<file path="src/rtl/led_seq_pkg.sv">
// Shared types and constants for the LED mode sequencer.
package led_seq_pkg;

  localparam int unsigned LED_W     = 8;
  localparam int unsigned BTN_NEXT  = 0;
  localparam int unsigned BTN_PAUSE = 1;

  typedef enum logic [1:0] {
    MODE_COUNT = 2'd0,
    MODE_SHIFT = 2'd1,
    MODE_XOR   = 2'd2,
    MODE_PAUSE = 2'd3
  } mode_e;

  // Cycles COUNT -> SHIFT -> XOR -> COUNT; PAUSE maps to itself.
  function automatic mode_e next_mode(input mode_e m);
    case (m)
      MODE_COUNT: next_mode = MODE_SHIFT;
      MODE_SHIFT: next_mode = MODE_XOR;
      MODE_XOR:   next_mode = MODE_COUNT;
      default:    next_mode = m;
    endcase
  endfunction

endpackage

</file>
<file path="src/rtl/led_mode_sequencer_btn_debounce.sv">
// Single-bit debouncer: db follows raw after DEBOUNCE consecutive differing
// cycles; press pulses for one cycle on the edge after each db rise.
module btn_debounce #(
  parameter int unsigned DEBOUNCE = 4
) (
  input  logic clk,
  input  logic rst_n,
  input  logic raw_i,
  output logic db_o,
  output logic press_o
);

  localparam int unsigned CW = $clog2(DEBOUNCE + 1);
  localparam logic [CW-1:0] CNT_LAST = CW'(DEBOUNCE - 1);

  logic [CW-1:0] cnt_q, cnt_d;
  logic          db_q, db_d;
  logic          db_prev_q;
  logic          press_q;

  always_comb begin
    cnt_d = cnt_q;
    db_d  = db_q;
    if (raw_i == db_q) begin
      cnt_d = '0;
    end else if (cnt_q == CNT_LAST) begin
      db_d  = raw_i;
      cnt_d = '0;
    end else begin
      cnt_d = cnt_q + 1'b1;
    end
  end

  always_ff @(posedge clk) begin
    if (!rst_n) begin
      cnt_q     <= '0;
      db_q      <= 1'b0;
      db_prev_q <= 1'b0;
      press_q   <= 1'b0;
    end else begin
      cnt_q     <= cnt_d;
      db_q      <= db_d;
      db_prev_q <= db_q;
      press_q   <= db_q & ~db_prev_q;
    end
  end

  assign db_o    = db_q;
  assign press_o = press_q;

endmodule

</file>
<file path="src/rtl/led_mode_sequencer.sv">
// Button-driven LED pattern sequencer (COUNT/SHIFT/XOR/PAUSE) with prescaled steps.
// Define LED_SEQ_SYNC_EN to add a 2-flop synchronizer ahead of the debouncers.
module led_mode_sequencer
  import led_seq_pkg::*;
#(
  parameter int unsigned TICK_DIV = 5,
  parameter int unsigned DEBOUNCE = 4
) (
  input  logic             clk,
  input  logic             rst_n,
  input  logic [LED_W-1:0] buttons,
  output logic [LED_W-1:0] leds,
  output logic [1:0]       mode,
  output logic             tick
);

  localparam int unsigned PW = (TICK_DIV > 1) ? $clog2(TICK_DIV) : 1;
  localparam logic [PW-1:0] PRE_LAST = PW'(TICK_DIV - 1);

  logic [LED_W-1:0] raw;
  logic [LED_W-1:0] db;
  logic [LED_W-1:0] press;

`ifdef LED_SEQ_SYNC_EN
  logic [LED_W-1:0] sync1_q, sync2_q;

  always_ff @(posedge clk) begin
    if (!rst_n) begin
      sync1_q <= '0;
      sync2_q <= '0;
    end else begin
      sync1_q <= buttons;
      sync2_q <= sync1_q;
    end
  end

  assign raw = sync2_q;
`else
  assign raw = buttons;
`endif

  for (genvar i = 0; i < LED_W; i++) begin : g_db
    btn_debounce #(.DEBOUNCE(DEBOUNCE)) u_db (
      .clk     (clk),
      .rst_n   (rst_n),
      .raw_i   (raw[i]),
      .db_o    (db[i]),
      .press_o (press[i])
    );
  end

  logic unused_btn;
  assign unused_btn = ^{press[LED_W-1:2], db[0]};

  mode_e            mode_q, mode_d;
  mode_e            saved_q, saved_d;
  logic [LED_W-1:0] leds_q, leds_d;
  logic [PW-1:0]    pre_q, pre_d;
  logic             tick_w;

  assign tick_w = (pre_q == PRE_LAST);

  // Priority: pause/resume, then mode advance (clears leds and prescaler), then pattern step.
  always_comb begin
    mode_d  = mode_q;
    saved_d = saved_q;
    leds_d  = leds_q;
    pre_d   = tick_w ? '0 : pre_q + 1'b1;
    if (press[BTN_PAUSE]) begin
      if (mode_q == MODE_PAUSE) begin
        mode_d = saved_q;
      end else begin
        saved_d = mode_q;
        mode_d  = MODE_PAUSE;
      end
    end else if (press[BTN_NEXT] && (mode_q != MODE_PAUSE)) begin
      mode_d = next_mode(mode_q);
      leds_d = '0;
      pre_d  = '0;
    end else if (tick_w) begin
      case (mode_q)
        MODE_COUNT: leds_d = leds_q + 1'b1;
        MODE_SHIFT: leds_d = (leds_q == '0) ? {{(LED_W-1){1'b0}}, 1'b1}
                                            : {leds_q[LED_W-2:0], leds_q[LED_W-1]};
        MODE_XOR:   leds_d = {leds_q[LED_W-2:0] ^ db[LED_W-1:1], ~leds_q[0]};
        default:    leds_d = leds_q;
      endcase
    end
  end

  always_ff @(posedge clk) begin
    if (!rst_n) begin
      mode_q  <= MODE_COUNT;
      saved_q <= MODE_COUNT;
      leds_q  <= '0;
      pre_q   <= '0;
    end else begin
      mode_q  <= mode_d;
      saved_q <= saved_d;
      leds_q  <= leds_d;
      pre_q   <= pre_d;
    end
  end

  assign leds = leds_q;
  assign mode = mode_q;
  assign tick = tick_w;

endmodule

</file>
<file path="config.mk">
export PLATFORM = sky130hd
export DESIGN_NAME = led_mode_sequencer
export DESIGN_NICKNAME = d
export VERILOG_FILES = /design/src/rtl/led_seq_pkg.sv /design/src/rtl/led_mode_sequencer_btn_debounce.sv /design/src/rtl/led_mode_sequencer.sv
export SDC_FILE = /design/constraint.sdc
export NUM_CORES = 1
export LEC_CHECK = 0
export ABC_AREA = 1
export CAP_MARGIN = 20
export CORE_UTILIZATION = 60
export CTS_CLUSTER_SIZE = 25
export DETAILED_ROUTE_END_ITERATION = 16
export PLACE_DENSITY = 0.82
export SYNTH_ARGS = -nofsm -noshare
export SYNTH_HDL_FRONTEND = slang
export SYNTH_SLANG_ARGS = --single-unit
</file>
<file path="constraint.sdc">
create_clock -name clk -period 2.43 [get_ports clk]
set_input_delay 0.486 -clock clk [delete_from_list [all_inputs] [get_ports clk]]
set_output_delay 0.486 -clock clk [all_outputs]
set_load 0.03 [all_outputs]
</file>
### After elaboration in Yosys (flattened, before gate mapping)

Cells that the tools add are included.

| operators by class | value |
|---|---|
| add/sub/neg operators | 10 |
| $mul | 0 |
| divide/modulo/power cells | 0 |
| order comparisons | 0 |
| equality and inequality tests | 21 |
| shift-type cells | 0 |
| mux-type cells | 11 |
| bitwise logic cells | 17 |
| reductions and logical operators | 26 |

Operator list:

| cell | number |
|---|---|
| adder 3 x 1 -> 3 bit (second input constant) | 9 |
| == test 3 x 2 -> 1 bit (second input constant) | 8 |
| two-way mux 8 bit | 3 |
| case mux 8 bit (3 select lines) | 1 |
| OR reduction 3 bit | 8 |
| AND reduction 2 bit | 10 |
| inverter 1 bit | 14 |
| two-way mux 3 bit | 3 |
| adder 8 x 1 -> 8 bit (second input constant) | 1 |
| == test 1 bit | 8 |
| zero test 8 bit | 1 |
| nonzero test 4 bit | 2 |
| bitwise XOR 7 bit | 1 |
| two-way mux 2 bit | 3 |
| case mux 2 bit (3 select lines) | 1 |
| == test 2 bit (second input constant) | 2 |
| nonzero test 2 bit | 2 |
| == test 3 bit (second input constant) | 1 |
| AND reduction 3 bit | 1 |
| AND 1 bit | 2 |
| == test 2 x 1 -> 1 bit (second input constant) | 1 |
| zero test 2 bit | 1 |
| != test 2 bit (second input constant) | 1 |
| logical AND 1 bit | 1 |

| storage, ports and cells | value |
|---|---|
| register bits after elaboration | 51 |
| latch bits | 0 |
| memory bits (writable) | 0 |
| ROM bits | 0 |
| input port bits | 10 |
| output and inout port bits | 11 |
| logic and storage cells | 109 |
| memories kept | 0 |

### Logic depth before layout (Yosys ltp)

Gate-level depths: netlist (run 1).

| depth | value |
|---|---|
| depth in word-level cells | 5 |
| gate-level depth with buffers | 10 |
| depth with buffers taken out | 10 |

### Cells and area by module

Synthesis (run 1) repeated with hierarchy kept, for this count alone.

| second synthesis, totals | value |
|---|---|
| cells, all modules | 374 |
| area, all modules | 2924.1 um^2 |

By module, submodules not included:

| module | times used | cells each | area an instance (um^2) | seq. area each (um^2) |
|---|---|---|---|---|
| btn_debounce | 8 | 25 | 227.7 | 120.1 |
| led_mode_sequencer | 1 | 174 | 1102.3 | 300.3 |

### Worst setup path before layout (run 1)

No wires, ideal clock.

| timing | value |
|---|---|
| kind | register to register |
| start | reg mode_q[0], in the netlist mode[0] |
| end | reg leds_q[4], in the netlist leds[4] |
| library setup time | 72 ps |
| data arrival time | 1629 ps |
| data required time | 2358 ps |
| setup slack | 730 ps |
| cell stages (with the launch flop) | 9 |
| path buffers | 1 |
| period minus slack after synthesis | 1700 ps |
| path through | dfxtp_1 > inv_1 > ha_1 > inv_1 > buf_4 > a21oi_1 > a21oi_1 > nand2_1 > a21oi_1 |

| between the ends | value |
|---|---|
| word-level cells in the longest chain between the ends | 4 |
| elaborated cells between the ends (all ways) | 11 |
| classes of those cells | eq/ne: 3; mux: 3; reduce/logical: 5 |

RTL lines:

| item | RTL line | text |
|---|---|---|
| from (decl) | led_mode_sequencer.sv:55 | `mode_e mode_q, mode_d;` |
| from (signal assigned) | led_mode_sequencer.sv:98 | `mode_q <= mode_d;` |
| == test 2 bit, or another cell as far along | led_mode_sequencer.sv:81 | `case (mode_q)` |
| case mux 8 bit (3 select lines) or logical AND 1 bit (tied branches) | led_mode_sequencer.sv:81, led_mode_sequencer.sv:76 |  |
| two-way mux 8 bit, or another cell as far along | led_mode_sequencer.sv:80 | `end else if (tick_w) begin` |
| two-way mux 8 bit or AND reduction 3 bit (tied branches) | n/a |  |
| to (signal assigned) | led_mode_sequencer.sv:100 | `leds_q <= leds_d;` |
| to (decl) | led_mode_sequencer.sv:57 | `logic [LED_W-1:0] leds_q, leds_d;` |

Parallel ways exist; a longest one is shown, timed or not. The select of a mux whose other input is x is not followed.
A chain may end at the register's enable or synchronous reset.

### Final worst setup path (run 1)

| timing | value |
|---|---|
| start | reg pre_q[0] |
| end | out tick |

| between the ends | value |
|---|---|
| word-level cells in the longest chain between the ends | 1 |

RTL lines:

| item | RTL line | text |
|---|---|---|
| from (decl) | led_mode_sequencer.sv:58 | `logic [PW-1:0] pre_q, pre_d;` |
| from (signal assigned) | led_mode_sequencer.sv:101 | `pre_q <= pre_d;` |
| == test 3 bit | led_mode_sequencer.sv:61 | `assign tick_w = (pre_q == PRE_LAST);` |
| to (decl) | led_mode_sequencer.sv:14 | `output logic tick` |

No other way between the ends.

==> results of run 1 <==
-- registers in the layout, summed over array words and instances (netlist names) --
signal,count
g_db.u_db.cnt_q,24
g_db.u_db.db_o,8
leds,8
pre_q,3
g_db.u_db.db_prev_q,2
g_db.u_db.press_o,2
mode,2
saved_q,2
-- metal layers --
layer / track usage / routed length, µm / vias up
met5: 0 / 0 / -
met4: 0.09239 / 68 / 0
met3: 0.05729 / 224 / 8
met2: 0.3686 / 2032 / 55
met1: 0.2766 / 1979 / 907
li1: - / - / 1047
-- synthesized netlist by cell type, types with 2 or more instances --
cell type  instances  area share
a21oi_1           43       0.089
inv_1             46       0.072
a211oi_1           2      0.0062
ha_1              24        0.12
nand3_1           12       0.025
dfxtp_1           51        0.42
o21ai_0           22       0.046
nor2_1            40       0.062
nor2_4             2      0.0093
buf_2              2      0.0042
nand2_2            4       0.010
o211ai_1           9       0.028
nand2_1           39       0.061
nor2_2             2      0.0052
-- cells by family after synthesis --
| group | after synthesis |
|---|---|
| DFF | 51 |
| xor gates and xnor gates | 2 |
| adders and majority gates | 24 |
| AOI/OAI and AO/OA | 76 |
| buffers and inverters | 54 |
| and+or+nand+nor | 102 |
-- worst max-delay path by stage --
| stage | to |
|---|---|
| floorplan | leds[4] |
| global placement | tick |
| detailed placement | tick |
| CTS | tick |
| global route | tick |
| finish | tick |
-- through the flow --
| stage | hold slack, ps | total power, µW |
|---|---|---|
| 3_5_place_dp | 378.0 | 1033 |
| 2_1_floorplan | 368.1 | 984.1 |
| 5_1_grt | 399.8 | 1645 |
| 3_3_place_gp | 371.0 | 1026 |
| 4_1_cts | 389.7 | 1587 |
| 6_report | 386.3 | 1570 |
-- area by class of cell --
class	count	area, µm²
Clock buffer	6	72.57
Clock inverter	1	30.03
Fill cell	303	987.2
Inverter	49	185.2
Multi-Input combinational cell	204	1172
Sequential cell	51	1021
Tap cell	48	60.06
Timing Repair Buffer	22	215.2
-- power groups by stage --
stage          Clock [µW]  Sequential, µW  Combinational (µW)
4_1_cts               572             879                 136
6_report              557             879                 134
5_1_grt               608             883                 153
3_3_place_gp            0             897                 129
2_1_floorplan           0             900                83.8
3_5_place_dp            0             899                 134
-- worst max-delay path: cells and delay by family (launching register included) --
kind | cells | cell delay, ps
adder cells (fa/ha/maj) | 1 | 200
buffers and inverters | 3 | 690
AND/OR/NAND/NOR | 1 | 80
flip-flops | 1 | 360
-- cells in the final DEF (no fill, tap or decap) --
| cell | n |
|---|---|
| o211ai_1 | 9 |
| nand3_4 | 1 |
| clkinv_1 | 1 |
| nor2_1 | 40 |
| nand2_2 | 4 |
| clkdlybuf4s50_1 | 20 |
| a211oi_1 | 2 |
| a21oi_1 | 43 |
| buf_4 | 2 |
| bufinv_16 | 1 |
| nor2_4 | 2 |
| nand4_1 | 1 |
| nand3_1 | 12 |
| xor2_1 | 1 |
| nand2_1 | 39 |
| inv_2 | 1 |
| clkinv_2 | 1 |
| and3_1 | 1 |
| clkbuf_1 | 1 |
| nor2_2 | 2 |
| o21ai_0 | 22 |
| dfxtp_1 | 51 |
| ha_1 | 24 |
| clkbuf_8 | 5 |
| xnor2_1 | 1 |
| inv_1 | 46 |
==> impl_metrics.yaml, run 1 <==
clock_network:
  cts_tree: "yes"
  root_buffer: "clkbuf_8"
  ctsResizeCount: 0
  numClockSinks: 51
  post_cts_buffers: 0
  clk_path_buf_depth: 2
  path_clk_slew_ps: 80
  postCtsHoldBufs: 0
  insertion_delay_ps: 300
  cts_max_level: 2
  cts_buffers: 5
global_routing:
  grtUsageTotal: 0.2240
  grt-ovfl-total: 0
  antenna_found_initial: 0
  grt_pass1_wl_mm: 7.362
  grt_pass1_vias: 1715
  grt_max_degree: 24
floorplanning:
  start_util: 0.6441
  die-area_um2: 4276
  dieWidth_um: 65.39
  coreArea_um2: 3744
  die_height_um: 65.39
  fp-row-count: 22
  ios: 21
pwr:
  seq_power_share: 0.560
  pwr-share-clk: 0.355
  combPwrFrac: 0.085
  power_switching_uw: 350.4
  ir_drop_uv: 415.3
  p_int_uw: 1220
  leakagePower_uw: 0.001183
  powerDensity_nw_per_um2: 569.6
  swShare: 0.2232
worst_hold_path:
  hold_path.class: "register to register"
  hold_depth: 1
  hold_end: "g_db[1].u_db.press_o"
  worstHoldStart: "g_db[1].u_db.db_prev_q"
sta:
  tns_ps: 0
  fin_ws_ps: 307.3
  setup_viol: 0
  worst_pin_slew_ps: 382.0
  period_needed_ps: 2123
  fin_skew_ps: 2.953
  grt_setup_unrepaired: "no"
  report.final.hold_viol_count: 0
  min_period_over_period: 0.8735
  slew_violations: 0
  max_freq_mhz: 471.1
  relSlewSlack: 0.7451
place:
  numPortBuffers: 20
  dpl_cell_area_um2: 2654
  gp_congestion: 0.8448
  dp_hpwl_mm: 3.099
  dp_cells: 374
  pre_cts_ws_ps: 622.7
logic_synthesis:
  synth_compound_gate_area_share: 0.1692
  synthFlopType: "dfxtp_1"
  synth_warnings: 0
  synth-seq-area-share: 0.4235
  synth_adder_area_share: 0.1245
  syn_inst: 309
  synth.mux.area_fraction: 0
  synth_edf_count: 0
  yosys.area_share.xor_xnor: 0.007265
  synth-simple-area-share: 0.1853
  syn_area_per_cell_um2: 7.803
  syn-num-nets: 343
  async_reset_ff_frac: 0
  yosysUniqueCellTypes: 25
  synth_top_family_by_area: "simple AND/OR/NAND/NOR gates"
  ys_ff_latch: 51
  synth_area_um2: 2411
setup_path:
  critPathMaxFanout: 3
  crit_chain: "inv_1 > ha_1 > nand2_2 > clkinv_2 > clkdlybuf4s50_1"
  crit_type: "register to primary output"
  worst_ep_required_time_ps: 1940
  crit_path_start: "pre_q[0]"
  r2r_setup_slack_ps: 620
  cp-end-kind: "primary output"
  cp.arrival_ps: 1640
  crit-reg2reg-capture: "leds[0]"
  reg2reg_depth: 7
  startpoint_type: "register"
  slowest_stage: "clkdlybuf4s50_1"
  r2r-start: "mode[0]"
  cp_slowest_stage_delay_ps: 580
finish:
  antennaDiodeCount: 0
  fin_cells: 381
  fin_nets: 367
  area_growth_syn_to_layout_pct: 14.32
  final_area_um2: 2756
  drive_gt1_frac: 0.05706
  fin_util: 0.7363
status:
  status: "finished, final reports clean"
flow_run:
  maxCapViolations: 0
route:
  via_per_inst: 5.294
  wl_per_cell_um: 11.29
  drt_iter0_markers: 123
  vias: 2017
  wl_mm: 4.303
  detail-route-antenna-nets: 0
  firstDrtPassIters: 4
  drc: 0
Note: power is estimated with default switching activity, not from simulation.
==> run 2, diff against run 1 <==
--- a/config.mk
+++ b/config.mk
@@ -6,7 +6,7 @@
 export NUM_CORES = 1
 export LEC_CHECK = 0
 export ABC_AREA = 1
-export CAP_MARGIN = 20
+export CORE_MARGIN = 2
 export CORE_UTILIZATION = 60
 export CTS_CLUSTER_SIZE = 25
 export DETAILED_ROUTE_END_ITERATION = 16
==> run 2 against run 1 <==
  * Sequential power about the same
  * Utilization decreased by 3.7 points
  * Non-clock buffer count increased by 2
  * Power decreased by 4.0%
  * Clock-buffer cell count decreased by 1
  * Maximum frequency decreased by 1.9%
  * Largest power group unchanged
  * Highest routed layer unchanged
==> impl_metrics.yaml, run 2 (synthesis gave the netlist of run 1 again) <==
status:
  status: "finished, final reports clean"
global_routing:
  grt-busiest-layer: "met2"
  grtUsageTotal: 0.2207
  grt_max_degree: 17
  use_met3: 0.05333
  antenna_found_initial: 0
  grt_pass1_wl_mm: 7.596
  grt-ovfl-total: 0
  use_met1: 0.2754
  grt_pass1_vias: 1737
  grt_use_met2: 0.3676
finish:
  area_growth_syn_to_layout_pct: 14.43
  largest-register: "g_db.u_db.cnt_q"
  seqCellArea_um2: 1021
  antennaDiodeCount: 0
  final_cell_mix: "dfxtp_1 (51), inv_1 (46), a21oi_1 (43)"
  fill_cells: 313
  drive_gt1_frac: 0.06845
  final_area_um2: 2759
  layout_commonest_cell: "dfxtp_1"
  largest_register_ffs: 24
  multi_input_area_um2: 1172
  fin_nets: 369
  fin_util: 0.6998
sta:
  min_period_over_period: 0.8908
  slew_violations: 0
  grt_setup_unrepaired: "no"
  fin_ws_ps: 265.5
  max_freq_mhz: 462.0
  tns_ps: 0
  report.final.hold_viol_count: 0
  relSlewSlack: 0.7598
  setup_viol: 0
  period_needed_ps: 2165
  worst_pin_slew_ps: 359.8
  fin_skew_ps: 5.583
route:
  detail-route-antenna-nets: 0
  via_per_inst: 5.101
  wl_mm: 4.402
  drt_iter0_markers: 157
  vias: 1969
  drc: 0
  wl_per_cell_um: 11.40
  firstDrtPassIters: 4
worst_hold_path:
  hold_path.class: "register to register"
setup_path:
  cp.arrival_ps: 1680
  worst_ep_required_time_ps: 1940
  crit_type: "register to primary output"
  critPathMaxFanout: 3
  cp-end-kind: "primary output"
  startpoint_type: "register"
floorplanning:
  die_height_um: 67.39
  die-area_um2: 4541
  ios: 21
  start_util: 0.6116
  dieWidth_um: 67.39
  fp-row-count: 23
  coreArea_um2: 3943
clock_network:
  cts_max_level: 2
  root_buffer: "clkbuf_8"
  cts_tree: "yes"
  path_clk_slew_ps: 90
  numClockSinks: 51
  postCtsHoldBufs: 0
  insertion_delay_ps: 300
  clk_path_buf_depth: 2
  cts_buffers: 5
  ctsResizeCount: 0
  post_cts_buffers: 0
place:
  pre_cts_ws_ps: 593.6
  gp_congestion: 0.9790
  numPortBuffers: 20
  dpl_cell_area_um2: 2671
  dp_hpwl_mm: 3.309
pwr:
  powerDensity_nw_per_um2: 546.2
  leakagePower_uw: 0.001190
  ir_drop_uv: 509.3
flow_run:
  maxCapViolations: 0
==> run 2: changes by cell type in the layout (fill, tap and decap cells not counted), sizes merged <==
cell    change
clkbuf      -1
clkinv      +2
inv         +1
buf         +2
bufinv      -1
==> run 2: cell type report <==
| cell class | count | share of cell area |
|---|---|---|
| Clock buffer | 5 | 0.02494 |
| Clock inverter | 3 | 0.006803 |
| Inverter | 49 | 0.06712 |
| Multi-Input combinational cell | 204 | 0.4249 |
| Sequential cell | 51 | 0.3701 |
| Tap cell | 50 | 0.02268 |
| Timing Repair Buffer | 24 | 0.08345 |
==> run 2: worst paths after layout <==
path / slack (ps) / end / from / cells past startpoint
worst min-delay path: 400 / g_db[1].u_db.press_o / g_db[1].u_db.db_prev_q / 1
worst max-delay path: 270 / tick / pre_q[0] / 5
worst min register to register: 400 / g_db[1].u_db.press_o / g_db[1].u_db.db_prev_q / 1
worst max register to register: 720 / leds[7] / mode[1] / 7
==> run 2: metal layers <==
metal / vias to the layer above / wire length (µm)
met5: - / 0
met4: 0 / 76
met3: 9 / 184
met2: 39 / 2068
met1: 862 / 2073
li1: 1059 / -
==> run 2: critical path, stage by stage (launching register included) <==
cell and delay [ps]:
dfxtp_1 380, inv_1 50, ha_1 200, nand2_2 80, clkinv_2 60, clkdlybuf4s50_1 600
==> run 2: report_power, final <==
| part | switching (µW) | internal (µW) | leakage, µW |
|---|---|---|---|
| clock | 286 | 203 | 0.0000483 |
| combinational | 81.2 | 60.5 | 0.000728 |
| sequential | 15.0 | 861 | 0.000414 |
==> run 2: per-stage QoR <==
step | cells | total power [µW] | hold slack [ps]
6_report | 386 | 1507 | 402.8
5_1_grt | 386 | 1576 | 411.9
4_1_cts | 386 | 1518 | 404.2
3_5_place_dp | 378 | 1037 | 390.3
3_3_place_gp | 378 | 1031 | 371.8
2_1_floorplan | 309 | 984.1 | 368.1
==> run 3, diff against run 2 <==
--- a/config.mk
+++ b/config.mk
@@ -11,6 +11,7 @@
 export CTS_CLUSTER_SIZE = 25
 export DETAILED_ROUTE_END_ITERATION = 16
 export PLACE_DENSITY = 0.82
+export SKIP_LAST_GASP = 1
 export SYNTH_ARGS = -nofsm -noshare
 export SYNTH_HDL_FRONTEND = slang
 export SYNTH_SLANG_ARGS = --single-unit
==> constraint.sdc (replaced) <==
create_clock -name clk -period 2.8 [get_ports clk]
set_input_delay 0.56 -clock clk [delete_from_list [all_inputs] [get_ports clk]]
set_output_delay 0.56 -clock clk [all_outputs]
set_load 0.03 [all_outputs]
==> run 3 against run 2 <==
  * Critical path depth stayed put
  * Hold slack worse by 13 ps
  * Worst setup slack better by 330 ps
  * Non-clock buffer count decreased by 3
  * Final cell count down 0.78%
  * Combinational power fell by 18%
  * Sequential share of layout area is 0.34 points higher
  * Utilization fell by 0.63 points
  * First-iteration DRC count up 41%
  * Clock skew fell by 2.2 ps
  * Largest cell class unchanged
  * Largest power group unchanged
  * Highest routed layer unchanged
==> impl_metrics.yaml, run 3 (synthesis gave the netlist of run 1 again) <==
status:
  status: "finished, final reports clean"
global_routing:
  grt_max_degree: 16
  grt_pass1_vias: 1817
  grt_pass1_wl_mm: 7.617
  grt-ovfl-total: 0
  antenna_found_initial: 0
  grtUsageTotal: 0.2186
setup_path:
  cp.arrival_ps: 1650
  crit-reg2reg-capture: "leds[7]"
  crit_type: "register to primary output"
  reg2reg_depth: 7
  cp-end-kind: "primary output"
  r2r_setup_slack_ps: 990
  r2r-start: "mode[0]"
  worst_ep_required_time_ps: 2240
  startpoint_type: "register"
  critPathMaxFanout: 3
place:
  pre_cts_ws_ps: 874.3
  dp_hpwl_mm: 3.230
  numPortBuffers: 20
  gp_congestion: 0.9492
clock_network:
  postCtsHoldBufs: 0
  cts_max_level: 2
  numClockSinks: 51
  clk_path_buf_depth: 2
  ctsResizeCount: 0
  cts_tree: "yes"
  root_buffer: "clkbuf_8"
  path_clk_slew_ps: 90
  cts_buffers: 5
  post_cts_buffers: 0
  insertion_delay_ps: 300
sta:
  min_period_over_period: 0.7877
  tns_ps: 0
  fin_ws_ps: 594.4
  setup_viol: 0
  slew_violations: 0
  max_freq_mhz: 453.4
  period_needed_ps: 2206
  grt_setup_unrepaired: "no"
  report.final.hold_viol_count: 0
  worst_pin_slew_ps: 380.5
  relSlewSlack: 0.7461
  fin_skew_ps: 3.378
route:
  via_per_inst: 5.162
  vias: 1977
  drt_iter0_markers: 221
  wl_mm: 4.331
  firstDrtPassIters: 4
  detail-route-antenna-nets: 0
  wl_per_cell_um: 11.31
  drc: 0
floorplanning:
  die-area_um2: 4541
  start_util: 0.6116
  dieWidth_um: 67.39
  coreArea_um2: 3943
  die_height_um: 67.39
  fp-row-count: 23
  ios: 21
worst_hold_path:
  hold_depth: 1
  hold_path.class: "register to register"
  worstHoldStart: "g_db[0].u_db.db_prev_q"
  hold_end: "g_db[0].u_db.press_o"
pwr:
  powerDensity_nw_per_um2: 471.1
  leakagePower_uw: 0.001167
  ir_drop_uv: 377.5
  p_total_uw: 1288
finish:
  drive_gt1_frac: 0.05706
  layout_commonest_cell: "dfxtp_1"
  fin_nets: 366
  final_cell_mix: "dfxtp_1 (51), inv_1 (46), a21oi_1 (43)"
  antennaDiodeCount: 0
  largest-register: "g_db.u_db.cnt_q"
  fill_cells: 338
  largest_register_ffs: 24
  area_growth_syn_to_layout_pct: 13.39
flow_run:
  maxCapViolations: 0
==> run 3: cell count changes in the layout (fill, tap and decap cells not counted), sizes merged <==
cell	change
clkinvlp	+1
buf	-3
inv	-1
clkbuf	+1
clkinv	-1
==> run 3: metal layers <==
layer  vias to the layer above  share of wire  global-route usage
met5                         -              0                   0
met4                         0          0.023              0.1020
met3                        14          0.045             0.04167
met2                        44           0.45              0.3428
met1                       872           0.48              0.2903
li1                       1047              -                   -
==> run 3: critical path, stage by stage, from the launching register on <==
cell             delay [ps]
dfxtp_1                 360
inv_1                    60
ha_1                    200
nand2_2                  90
clkinv_2                 60
clkdlybuf4s50_1         580
==> run 3: area by class of cell <==
class | count | area, µm² | share of cell area
Clock buffer | 6 | 72.57 | 0.02654
Clock inverter | 2 | 12.51 | 0.004577
Tap cell | 50 | 62.56 | 0.02288
Inverter | 49 | 185.2 | 0.06773
Multi-Input combinational cell | 204 | 1172 | 0.4288
Sequential cell | 51 | 1021 | 0.3735
Timing Repair Buffer | 21 | 207.7 | 0.07597
==> run 3: per-stage QoR <==
| step | hold slack (ps) | instance area [µm²] | instances | util |
|---|---|---|---|---|
| after floorplan | 368.1 | 2411 | 309 | - |
| after global placement | 371.5 | 2649 | 375 | 0.6719 |
| after detailed placement | 380.4 | 2649 | 375 | 0.6719 |
| after CTS | 393.1 | 2734 | 383 | 0.6934 |
| after global routing | 404.0 | 2734 | 383 | 0.6934 |
| final | 389.6 | 2734 | 383 | 0.6934 |
==> run 3: power by group <==
| part | switching, µW | internal [µW] |
|---|---|---|
| clock network | 234 | 175 |
| logic | 65.9 | 49.7 |
| registers | 16.6 | 747 |
| total | 316 | 971 |
==> run 3: worst max-delay path by stage <==
| stage | slack (ps) | from | cells past startpoint | endpoint |
|---|---|---|---|---|
| after detailed placement | 870 | rst_n | 3 | mode[1] |
| final | 590 | pre_q[0] | 5 | tick |
| after CTS | 580 | pre_q[0] | 5 | tick |
| after global placement | 920 | rst_n | 3 | mode[1] |
| after global routing | 490 | pre_q[0] | 5 | tick |
| after floorplan | 1100 | mode[0] | 8 | leds[4] |
